File: config.mk
export PLATFORM = sky130hd
export DESIGN_NAME = periph_xbar_rr_flat
export DESIGN_NICKNAME = d
export VERILOG_FILES = /design/src/rtl/periph_xbar_rr_if.sv /design/src/rtl/periph_xbar_rr.sv /design/src/flat_wrapper.sv
export SDC_FILE = /design/constraint.sdc
export NUM_CORES = 1
export LEC_CHECK = 0
export ABC_CLOCK_PERIOD_IN_PS = 13100
export CAP_MARGIN = 25
export CORE_AREA = 4 4 335 337
export DETAILED_ROUTE_END_ITERATION = 12
export DIE_AREA = 0 0 339 341
export SYNTH_ARGS = -nofsm -noshare
export SYNTH_HDL_FRONTEND = slang
export SYNTH_SLANG_ARGS = --single-unit
File: constraint.sdc
create_clock -name clk -period 13.1 [get_ports clk]
set_input_delay 2.62 -clock clk [delete_from_list [all_inputs] [get_ports clk]]
set_output_delay 2.62 -clock clk [all_outputs]
set_load 0.02 [all_outputs]
File: src/rtl/periph_xbar_rr_if.sv
// Bus bundle of periph_xbar_rr: initiator-side request/response and target-side request/response.
// The crossbar connects through the slave modport; the initiators and targets around it use master.
interface periph_xbar_rr_if #(
    parameter int unsigned N_MASTER   = 4,
    parameter int unsigned N_SLAVE    = 4,
    parameter int unsigned ADDR_WIDTH = 32,
    parameter int unsigned DATA_WIDTH = 32
);
    localparam int unsigned BE_WIDTH = DATA_WIDTH / 8;
    localparam int unsigned ID_WIDTH = N_MASTER;

    logic [N_MASTER-1:0]                 data_req_i;
    logic [N_MASTER-1:0]                 data_wen_i;
    logic [N_MASTER-1:0][ADDR_WIDTH-1:0] data_add_i;
    logic [N_MASTER-1:0][DATA_WIDTH-1:0] data_wdata_i;
    logic [N_MASTER-1:0][BE_WIDTH-1:0]   data_be_i;
    logic [N_MASTER-1:0]                 data_gnt_o;
    logic [N_MASTER-1:0]                 data_r_valid_o;
    logic [N_MASTER-1:0]                 data_r_opc_o;
    logic [N_MASTER-1:0][DATA_WIDTH-1:0] data_r_rdata_o;

    logic [N_SLAVE-1:0]                  data_req_o;
    logic [N_SLAVE-1:0]                  data_wen_o;
    logic [N_SLAVE-1:0][ADDR_WIDTH-1:0]  data_add_o;
    logic [N_SLAVE-1:0][DATA_WIDTH-1:0]  data_wdata_o;
    logic [N_SLAVE-1:0][BE_WIDTH-1:0]    data_be_o;
    logic [N_SLAVE-1:0][ID_WIDTH-1:0]    data_ID_o;
    logic [N_SLAVE-1:0]                  data_gnt_i;
    logic [N_SLAVE-1:0]                  data_r_valid_i;
    logic [N_SLAVE-1:0]                  data_r_opc_i;
    logic [N_SLAVE-1:0][DATA_WIDTH-1:0]  data_r_rdata_i;
    logic [N_SLAVE-1:0][ID_WIDTH-1:0]    data_r_ID_i;

    modport master (
        output data_req_i, data_wen_i, data_add_i, data_wdata_i, data_be_i,
        input  data_gnt_o, data_r_valid_o, data_r_opc_o, data_r_rdata_o,
        input  data_req_o, data_wen_o, data_add_o, data_wdata_o, data_be_o, data_ID_o,
        output data_gnt_i, data_r_valid_i, data_r_opc_i, data_r_rdata_i, data_r_ID_i
    );

    modport slave (
        input  data_req_i, data_wen_i, data_add_i, data_wdata_i, data_be_i,
        output data_gnt_o, data_r_valid_o, data_r_opc_o, data_r_rdata_o,
        output data_req_o, data_wen_o, data_add_o, data_wdata_o, data_be_o, data_ID_o,
        input  data_gnt_i, data_r_valid_i, data_r_opc_i, data_r_rdata_i, data_r_ID_i
    );
endinterface

File: src/rtl/periph_xbar_rr.sv
// Peripheral crossbar: address-field decode, per-target round-robin arbitration, per-master
// outstanding tracking with same-target ordering, and an error responder for unmapped targets.
module periph_xbar_rr #(
    parameter int unsigned N_MASTER   = 4,
    parameter int unsigned N_SLAVE    = 4,
    parameter int unsigned ADDR_WIDTH = 32,
    parameter int unsigned DATA_WIDTH = 32,
    parameter int unsigned ROUTE_LSB  = 10,
    parameter int unsigned ROUTE_MSB  = 13,
    parameter int unsigned MAX_OUT    = 2,
    parameter logic [31:0] ERR_RDATA  = 32'hBADACCE5
) (
    input  logic             clk,
    input  logic             rst_n,
    periph_xbar_rr_if.slave  bus
);
    localparam int unsigned BE_WIDTH = DATA_WIDTH / 8;
    localparam int unsigned ID_WIDTH = N_MASTER;
    localparam int unsigned TGT_W    = ROUTE_MSB - ROUTE_LSB + 1;
    localparam int unsigned MIDX_W   = (N_MASTER > 1) ? $clog2(N_MASTER) : 1;
    localparam int unsigned CNT_W    = $clog2(MAX_OUT + 1);
    localparam int unsigned N_PORT   = N_SLAVE + 1;
    localparam int unsigned PORT_W   = $clog2(N_PORT);

    logic [TGT_W-1:0]    tgt        [N_MASTER];
    logic [PORT_W-1:0]   dest       [N_MASTER];
    logic [N_MASTER-1:0] elig;
    logic [CNT_W-1:0]    cnt_q      [N_MASTER];
    logic [TGT_W-1:0]    last_tgt_q [N_MASTER];
    logic [MIDX_W-1:0]   ptr_q      [N_PORT];
    logic [N_PORT-1:0]   win_vld;
    logic [MIDX_W-1:0]   win_idx    [N_PORT];
    logic [N_PORT-1:0]   port_gnt;
    logic [N_MASTER-1:0] multi_src;
    logic                err_valid_q;
    logic [MIDX_W-1:0]   err_idx_q;

    // Master index base+off wrapped modulo N_MASTER (base < N_MASTER, off <= N_MASTER).
    function automatic logic [MIDX_W-1:0] rr_idx(input logic [MIDX_W-1:0] base,
                                                 input int unsigned off);
        int unsigned sum;
        sum = 32'(base) + off;
        if (sum >= N_MASTER) sum = sum - N_MASTER;
        return MIDX_W'(sum);
    endfunction

    // Decode target port (index N_SLAVE is the error responder) and apply the ordering gate.
    always_comb begin
        for (int m = 0; m < N_MASTER; m++) begin
            tgt[m]  = bus.data_add_i[m][ROUTE_MSB:ROUTE_LSB];
            dest[m] = (32'(tgt[m]) < N_SLAVE) ? PORT_W'(tgt[m]) : PORT_W'(N_SLAVE);
            elig[m] = bus.data_req_i[m] &&
                      ((cnt_q[m] == '0) ||
                       ((tgt[m] == last_tgt_q[m]) && (cnt_q[m] < CNT_W'(MAX_OUT))));
        end
    end

    // Per-port rotating-priority search starting at ptr_q.
    always_comb begin
        logic [MIDX_W-1:0] k;
        k        = '0;
        win_vld  = '0;
        port_gnt = {1'b1, bus.data_gnt_i};
        for (int p = 0; p < N_PORT; p++) begin
            win_idx[p] = '0;
            for (int i = 0; i < N_MASTER; i++) begin
                k = rr_idx(ptr_q[p], 32'(i));
                if (!win_vld[p] && elig[k] && (dest[k] == PORT_W'(p))) begin
                    win_vld[p] = 1'b1;
                    win_idx[p] = k;
                end
            end
        end
    end

    // Forward winners to targets and route grants back.
    always_comb begin
        bus.data_req_o   = '0;
        bus.data_wen_o   = '0;
        bus.data_add_o   = '0;
        bus.data_wdata_o = '0;
        bus.data_be_o    = '0;
        bus.data_ID_o    = '0;
        bus.data_gnt_o   = '0;
        for (int p = 0; p < N_SLAVE; p++) begin
            if (win_vld[p]) begin
                bus.data_req_o[p]            = 1'b1;
                bus.data_wen_o[p]            = bus.data_wen_i[win_idx[p]];
                bus.data_add_o[p]            = ADDR_WIDTH'(bus.data_add_i[win_idx[p]]);
                bus.data_wdata_o[p]          = bus.data_wdata_i[win_idx[p]];
                bus.data_be_o[p]             = BE_WIDTH'(bus.data_be_i[win_idx[p]]);
                bus.data_ID_o[p]             = ID_WIDTH'(1) << win_idx[p];
                bus.data_gnt_o[win_idx[p]]   = bus.data_gnt_i[p];
            end
        end
        if (win_vld[N_SLAVE]) bus.data_gnt_o[win_idx[N_SLAVE]] = 1'b1;
    end

    // Response routing by one-hot ID, error responder merged in; flags colliding sources.
    always_comb begin
        bus.data_r_valid_o = '0;
        bus.data_r_opc_o   = '0;
        bus.data_r_rdata_o = '0;
        multi_src          = '0;
        for (int m = 0; m < N_MASTER; m++) begin
            for (int s = 0; s < N_SLAVE; s++) begin
                if (bus.data_r_valid_i[s] && bus.data_r_ID_i[s][m]) begin
                    multi_src[m]          = multi_src[m] | bus.data_r_valid_o[m];
                    bus.data_r_valid_o[m] = 1'b1;
                    bus.data_r_opc_o[m]   = bus.data_r_opc_i[s];
                    bus.data_r_rdata_o[m] = bus.data_r_rdata_i[s];
                end
            end
            if (err_valid_q && (err_idx_q == MIDX_W'(m))) begin
                multi_src[m]          = multi_src[m] | bus.data_r_valid_o[m];
                bus.data_r_valid_o[m] = 1'b1;
                bus.data_r_opc_o[m]   = 1'b1;
                bus.data_r_rdata_o[m] = DATA_WIDTH'(ERR_RDATA);
            end
        end
    end

    always_ff @(posedge clk or negedge rst_n) begin
        if (!rst_n) begin
            for (int p = 0; p < N_PORT; p++) ptr_q[p] <= '0;
            for (int m = 0; m < N_MASTER; m++) begin
                cnt_q[m]      <= '0;
                last_tgt_q[m] <= '0;
            end
            err_valid_q <= 1'b0;
            err_idx_q   <= '0;
        end else begin
            for (int p = 0; p < N_PORT; p++) begin
                if (win_vld[p] && port_gnt[p]) ptr_q[p] <= rr_idx(win_idx[p], 1);
            end
            err_valid_q <= win_vld[N_SLAVE];
            err_idx_q   <= win_idx[N_SLAVE];
            for (int m = 0; m < N_MASTER; m++) begin
                if (bus.data_gnt_o[m]) last_tgt_q[m] <= tgt[m];
                case ({bus.data_gnt_o[m], bus.data_r_valid_o[m]})
                    2'b10:   cnt_q[m] <= cnt_q[m] + CNT_W'(1);
                    2'b01:   if (cnt_q[m] != '0) cnt_q[m] <= cnt_q[m] - CNT_W'(1);
                    default: ;
                endcase
            end
        end
    end

    // A stray response is legal after reset, so it only warns; colliding sources are an error.
    always @(posedge clk) begin
        if (rst_n) begin
            for (int m = 0; m < N_MASTER; m++) begin
                assert (!multi_src[m])
                    else $error("periph_xbar_rr: multiple response sources for master %0d", m);
                assert (!(bus.data_r_valid_o[m] && (cnt_q[m] == '0)))
                    else $warning("periph_xbar_rr: response to master %0d with nothing outstanding", m);
            end
        end
    end
endmodule

File: src/flat_wrapper.sv
// flat-port wrapper written by rule: the top's interface ports become plain ports
module periph_xbar_rr_flat 
#(
    parameter int unsigned N_MASTER   = 4,
    parameter int unsigned N_SLAVE    = 4,
    parameter int unsigned ADDR_WIDTH = 32,
    parameter int unsigned DATA_WIDTH = 32,
    parameter int unsigned ROUTE_LSB  = 10,
    parameter int unsigned ROUTE_MSB  = 13,
    parameter int unsigned MAX_OUT    = 2,
    parameter logic [31:0] ERR_RDATA  = 32'hBADACCE5
)
  (clk, rst_n, bus_data_req_i, bus_data_wen_i, bus_data_add_i, bus_data_wdata_i, bus_data_be_i, bus_data_gnt_o, bus_data_r_valid_o, bus_data_r_opc_o, bus_data_r_rdata_o, bus_data_req_o, bus_data_wen_o, bus_data_add_o, bus_data_wdata_o, bus_data_be_o, bus_data_ID_o, bus_data_gnt_i, bus_data_r_valid_i, bus_data_r_opc_i, bus_data_r_rdata_i, bus_data_r_ID_i);
  periph_xbar_rr_if #(.N_MASTER(N_MASTER), .N_SLAVE(N_SLAVE), .ADDR_WIDTH(ADDR_WIDTH), .DATA_WIDTH(DATA_WIDTH)) bus_i ();
  input  logic clk;
  input  logic rst_n;
  input wire logic [$bits(bus_i.data_req_i)-1:0] bus_data_req_i;
  input wire logic [$bits(bus_i.data_wen_i)-1:0] bus_data_wen_i;
  input wire logic [$bits(bus_i.data_add_i)-1:0] bus_data_add_i;
  input wire logic [$bits(bus_i.data_wdata_i)-1:0] bus_data_wdata_i;
  input wire logic [$bits(bus_i.data_be_i)-1:0] bus_data_be_i;
  output wire logic [$bits(bus_i.data_gnt_o)-1:0] bus_data_gnt_o;
  output wire logic [$bits(bus_i.data_r_valid_o)-1:0] bus_data_r_valid_o;
  output wire logic [$bits(bus_i.data_r_opc_o)-1:0] bus_data_r_opc_o;
  output wire logic [$bits(bus_i.data_r_rdata_o)-1:0] bus_data_r_rdata_o;
  output wire logic [$bits(bus_i.data_req_o)-1:0] bus_data_req_o;
  output wire logic [$bits(bus_i.data_wen_o)-1:0] bus_data_wen_o;
  output wire logic [$bits(bus_i.data_add_o)-1:0] bus_data_add_o;
  output wire logic [$bits(bus_i.data_wdata_o)-1:0] bus_data_wdata_o;
  output wire logic [$bits(bus_i.data_be_o)-1:0] bus_data_be_o;
  output wire logic [$bits(bus_i.data_ID_o)-1:0] bus_data_ID_o;
  input wire logic [$bits(bus_i.data_gnt_i)-1:0] bus_data_gnt_i;
  input wire logic [$bits(bus_i.data_r_valid_i)-1:0] bus_data_r_valid_i;
  input wire logic [$bits(bus_i.data_r_opc_i)-1:0] bus_data_r_opc_i;
  input wire logic [$bits(bus_i.data_r_rdata_i)-1:0] bus_data_r_rdata_i;
  input wire logic [$bits(bus_i.data_r_ID_i)-1:0] bus_data_r_ID_i;
  assign bus_i.data_req_i = bus_data_req_i;
  assign bus_i.data_wen_i = bus_data_wen_i;
  assign bus_i.data_add_i = bus_data_add_i;
  assign bus_i.data_wdata_i = bus_data_wdata_i;
  assign bus_i.data_be_i = bus_data_be_i;
  assign bus_data_gnt_o = bus_i.data_gnt_o;
  assign bus_data_r_valid_o = bus_i.data_r_valid_o;
  assign bus_data_r_opc_o = bus_i.data_r_opc_o;
  assign bus_data_r_rdata_o = bus_i.data_r_rdata_o;
  assign bus_data_req_o = bus_i.data_req_o;
  assign bus_data_wen_o = bus_i.data_wen_o;
  assign bus_data_add_o = bus_i.data_add_o;
  assign bus_data_wdata_o = bus_i.data_wdata_o;
  assign bus_data_be_o = bus_i.data_be_o;
  assign bus_data_ID_o = bus_i.data_ID_o;
  assign bus_i.data_gnt_i = bus_data_gnt_i;
  assign bus_i.data_r_valid_i = bus_data_r_valid_i;
  assign bus_i.data_r_opc_i = bus_data_r_opc_i;
  assign bus_i.data_r_rdata_i = bus_data_r_rdata_i;
  assign bus_i.data_r_ID_i = bus_data_r_ID_i;
  periph_xbar_rr #(.N_MASTER(N_MASTER), .N_SLAVE(N_SLAVE), .ADDR_WIDTH(ADDR_WIDTH), .DATA_WIDTH(DATA_WIDTH), .ROUTE_LSB(ROUTE_LSB), .ROUTE_MSB(ROUTE_MSB), .MAX_OUT(MAX_OUT), .ERR_RDATA(ERR_RDATA)) u_core (.clk(clk), .rst_n(rst_n), .bus(bus_i));
endmodule
[Word level (Yosys, flattened, before mapping)]
Cells that the tools add are included.
Operators by class
  $add $sub $neg: 53
  magnitude comparators: 83
  eq/ne operators: 35
  shift operators: 4
  muxes and demuxes: 311
  bitwise operators: 22
  reductions and logical operators: 112
Operators by type and width (number)
  $mux 32: 36
  $bmux 32 s2: 8
  $mux 3: 44
  $bmux 3 s2: 20
  $ge 3x3->1 const B: 40
  $mux 2: 49
  $mux 1: 97
  $lt 2x3->1 const B: 25
  $logic_and 1x1->1: 72
  $mux 4: 17
  $not 2->3: 20
  $sub 2x1->2 const B: 29
  $bmux 1 s2: 24
  $bmux 4 s2: 4
  $add 2x1->3 const B: 10
  $add 2x2->3 const B: 10
  $eq 3x2->1 const B: 8
  $eq 4x4->1: 4
  $lt 4x3->1 const B: 4
  $pmux 2 s2: 4
  $reduce_bool 2->1: 8
  $shl 1x2->4 const A: 4
  $ge 2x3->1 const B: 5
  $logic_not 1->1: 15
  other kinds (16): 63
Storage, ports and cells
  register bits: 37
  input bits: 438
  logic and storage cells: 635

[Depth between registers and ports, before layout]
  word-level depth: 38
  depth in mapped cells: 18
  gate-level depth less buffers: 13

[Least setup slack after synthesis]
No wires, ideal clock.
  kind: input port to output port
  start: in bus_data_add_i[108]
  end: out bus_data_gnt_o[0]
  arrival time: 6016 ps
  required time: 10480 ps
  slack: 4464 ps
  cell stages on the path: 13
  path buffers: 4
  cells stage by stage: xor2_1 -> o41a_1 -> or4b_4 -> a22oi_1 -> clkbuf_1 -> clkbuf_1 -> buf_2 -> inv_1 -> ha_1 -> a32o_1 -> a221o_1 -> or2_1 -> buf_6
On the way
  longest elaborated chain between the ends: 34
Ends and longest elaborated chain
  start: declaration: line flat_wrapper.sv:19  | input wire logic [$bits(bus_i.data_add_i)-1:0] bus_data_add_i;
  $lt 4x3->1 or $eq 4x4->1 (tied branches): line periph_xbar_rr.sv:51, periph_xbar_rr.sv:54
  $mux 3 or $logic_and 1x1->1 (tied branches): line periph_xbar_rr.sv:51, periph_xbar_rr.sv:54
  $bmux 3 s2 or $logic_or 1x1->1 (tied branches): line periph_xbar_rr.sv:68, periph_xbar_rr.sv:53
  $mux 3 (implied by the code) or $logic_and 1x1->1 (tied branches): line periph_xbar_rr.sv:68, periph_xbar_rr.sv:52
  $mux 3 (implied by the code) or $bmux 1 s2 (tied branches): line periph_xbar_rr.sv:68  | if (!win_vld[p] && elig[k] && (dest[k] == PORT_W'(p))) begin
  $logic_not 3->1 or $mux 1 (tied branches): line periph_xbar_rr.sv:68
  $logic_and 1x1->1: line periph_xbar_rr.sv:68
  $mux 1: line periph_xbar_rr.sv:68
  [... 18 more ...]
  $bwmux 4: line periph_xbar_rr.sv:93  | bus.data_gnt_o[win_idx[p]] = bus.data_gnt_i[p];
  $mux 4: line periph_xbar_rr.sv:86  | if (win_vld[p]) begin
  $bwmux 4: line periph_xbar_rr.sv:93
  $mux 4: line periph_xbar_rr.sv:86
  $bwmux 4: line periph_xbar_rr.sv:93
  $mux 4: line periph_xbar_rr.sv:86
  $or 4x4->4 (no line)
  $mux 4 *: line periph_xbar_rr.sv:96  | if (win_vld[N_SLAVE]) bus.data_gnt_o[win_idx[N_SLAVE]] = 1'b1;
  end: declaration: line flat_wrapper.sv:22  | output wire logic [$bits(bus_i.data_gnt_o)-1:0] bus_data_gnt_o;
Mark *: on every way between the ends. The rest lies on a longest branch, timed or not. The select of a mux whose other input is x is not followed.

[Worst setup path after layout]
  start: in bus_data_add_i[75]
  end: out bus_data_gnt_o[0]
The elaborated chain is that of the path after synthesis.

==> flow_summary.toml <==
[outcome]
run_status = "finished clean"

[synthesis]
yosys.area_share.simple_pct = 19.4
synthMuxAreaShare_pct = 31.5
avgSynthCellArea_sq_um = 6.95
synth_area_sq_um = 15200
ys_top_cells_by_area = "mux2i_1, o22ai_1, a221oi_1"
yosysWarnings = 0
synth_fa_ha_area_share_pct = 1.32
synth_top_family_by_area = "compound AO/OA/AOI/OAI gates"
yosys.area.top_type = "mux2i_1"
synth_compound_area_share_pct = 32.9
synth_xor_xnor_area_share_pct = 0.922
synth_edf_count = 0
ys.flop_type = "dfrtp_1"
synth-seq-cells = 37
synthArstFlopShare_pct = 100
synth.yosys.seq_area_share_pct = 6.09
synth_top_cell_area_share_pct = 29.8
postSynthCellCount = 2186
synthDistinctLibCells = 70

[sta]
worst_pin_slew_ps = 1220
rsz0062_at_grt = "false"
setup_tns_ps = 0
slew_headroom_pct = 18.4
slew_violations = 0
final_hold_viol_count = 0
max_clock_freq_mhz = 96.1
min_period_ps = 10410
fin_crit_sh_pct = 79.4
setup_viol = 0
whs_ps = 514
final.setup_skew_ps = 5.55

[route]
vias = 21900
drtAntennaViolNets = 0
wl_per_cell_microns = 28.4
drtPass1Iterations = 5
drt_wl_total_microns = 122000
drc = 0
drtIter0Drc = 1758
viasPerCell = 5.10

[worst_setup_path]
reg2reg_depth = 11
cp_max_fo = 35
critPathLaunch = "bus_data_add_i[75]"
critPathCaptureType = "output pin"
crit_path_start_kind = "input port"
required_ps = 10480
arrival_ps = 7790
rrSetupSlack_ps = 8420
timing.rr.end = "u_core.last_tgt_q[12]"
path_class = "input port to output pin"
r2r-start = "u_core.last_tgt_q[6]"

[floorplanning]
core_sq_um = 109000
ioPinCount = 874
dieHeight_microns = 341
start_util_pct = 14.0
num_rows = 121
die_w_microns = 339
die_area_sq_um = 116000

[global_routing]
gr-usage-met3_pct = 4.42
grt_max_degree = 135
grt_pass1_wl_microns = 167000
met1_usage_pct = 21.9
met2_usage_pct = 34.7
grt_pass1_vias = 21100
antenna_found_initial = 42
grt_overflow = 0
busiest_layer = "met2"
gr-usage-all-layers_pct = 19.6

[clock_tree]
cts.path.max_buffers = 2
cts_tree = "yes"
cts_setup_buffers = 0
cts_made_buffers = 5
ctsHoldBuffers = 0
cts_root_buf = "clkbuf_16"
cts.sink_count = 37
clk_latency_ps = 290
cts_resized = 0
clk_pin_slew_ps = 60
ctsHtreeMaxLevel = 2

[hold_path]
min_to = "u_core.last_tgt_q[4]"
min_path_type = "flop to flop"
holdPathStages = 1
holdCritStartpoint = "u_core.last_tgt_q[4]"

[cells_and_area]
nNetsFinal = 3306
fin_area_sq_um = 25400
areaGrowthSynthToFinish_pct = 67.0
drive_gt1_share_pct = 3.86

[place]
post_dp_cell_area_sq_um = 25100
port_buffers = 861
routabilityCongestion = 0.934
hpwl_microns = 95200

[power_and_ir_drop]
leakage_nw = 8.16
power-per-cell-area_nw_per_um2 = 81.4
ir_worst_vdd_mv = 0.0510

[flow_run]
maxCapViolations = 0
## metrics by stage
stage / power, mW / setup WS (ps) / util [%] / instances
3_3_place_gp: 1.89 / 2720 / 23.0 / 4254
2_1_floorplan: 1.03 / 4460 / - / 2197
4_1_cts: 2.07 / 2700 / 23.2 / 4264
3_5_place_dp: 1.90 / 2720 / 23.0 / 4256
5_1_grt: 2.17 / 2390 / 23.3 / 4274
6_report: 2.07 / 2690 / 23.3 / 4282
## cell usage after synthesis (all sizes together), types with 16 or more instances
| cell type | instances |
|---|---|
| mux2i | 453 |
| nand2 | 204 |
| nor2 | 202 |
| o22ai | 199 |
| clkbuf | 190 |
| o21ai | 158 |
| a211oi | 133 |
| a221oi | 131 |
| and2 | 94 |
| buf | 71 |
| nor3 | 58 |
| a21oi | 56 |
| dfrtp | 37 |
| inv | 19 |
| mux2 | 18 |
| ha | 16 |
| xor2 | 16 |
## worst max-delay path, stage by stage
cell and delay [ps]:
clkdlybuf4s50_1 510, xor2_1 200, o41a_1 460, nor4b_1 900
a21o_1 250, and2_4 580, inv_1 150, ha_1 280
a222oi_1 290, and4_1 320, or2_1 360, clkdlybuf4s50_1 880
## final cells by class
| class | count | area [sq um] |
|---|---|---|
| clock buffers | 5 | 125 |
| inverters | 19 | 71.3 |
| diodes | 15 | 37.5 |
| repair buffers | 909 | 9120 |
| clock inverters | 3 | 68.8 |
| fillers | 12000 | 83500 |
| multi-input cells | 1880 | 13300 |
| flip-flops and latches | 37 | 926 |
| well taps | 1414 | 1770 |
## how the worst max path moves through the flow
stage,endpoint,slack [ps]
finish,bus_data_gnt_o[0],2690
CTS,bus_data_gnt_o[0],2700
detailed placement,bus_data_gnt_o[0],2720
global route,bus_data_gnt_o[0],2390
floorplan,bus_data_gnt_o[0],4460
global placement,bus_data_gnt_o[0],2720
## logic make-up after synthesis
kind of cell / after synthesis
AOI/OAI and AO/OA: 735
other: 1
and+or+nand+nor: 630
DFF: 37
adders and majority gates: 16
buffers and inverters: 280
muxes: 471
xor gates and xnor gates: 16
## per-layer routing
metal,wire length [microns],vias up
li1,-,9716
met1,43900,10500
met2,60100,1366
met3,10600,272
met4,7070,22
met5,157,-
## sequential cells by signal, summed over array words and instances (netlist names)
| name | count |
|---|---|
| u_core.err_valid_q | 1 |
| u_core.err_idx_q | 2 |
| u_core.last_tgt_q | 16 |
| u_core.ptr_q | 10 |
| u_core.cnt_q | 8 |
## placed cells by master (no fill, tap or decap), drive strengths merged, types with 12 or more instances in the layout
cell type,n
o22ai,199
and2,94
mux2,18
a211oi,133
nor2,202
conb,12
nor3,58
dfrtp,37
diode,15
a21oi,56
xor2,16
inv,20
ha,16
o21ai,158
a221oi,131
mux2i,453
buf,49
clkdlybuf4s50,860
nand2,204
## where the power goes
group          switching, mW  internal, mW  total [mW]
Clock                 0.0549         0.110       0.165
Sequential            0.0494         0.158       0.207
Combinational          0.978         0.716        1.69
(Power assumes the default switching activity.)
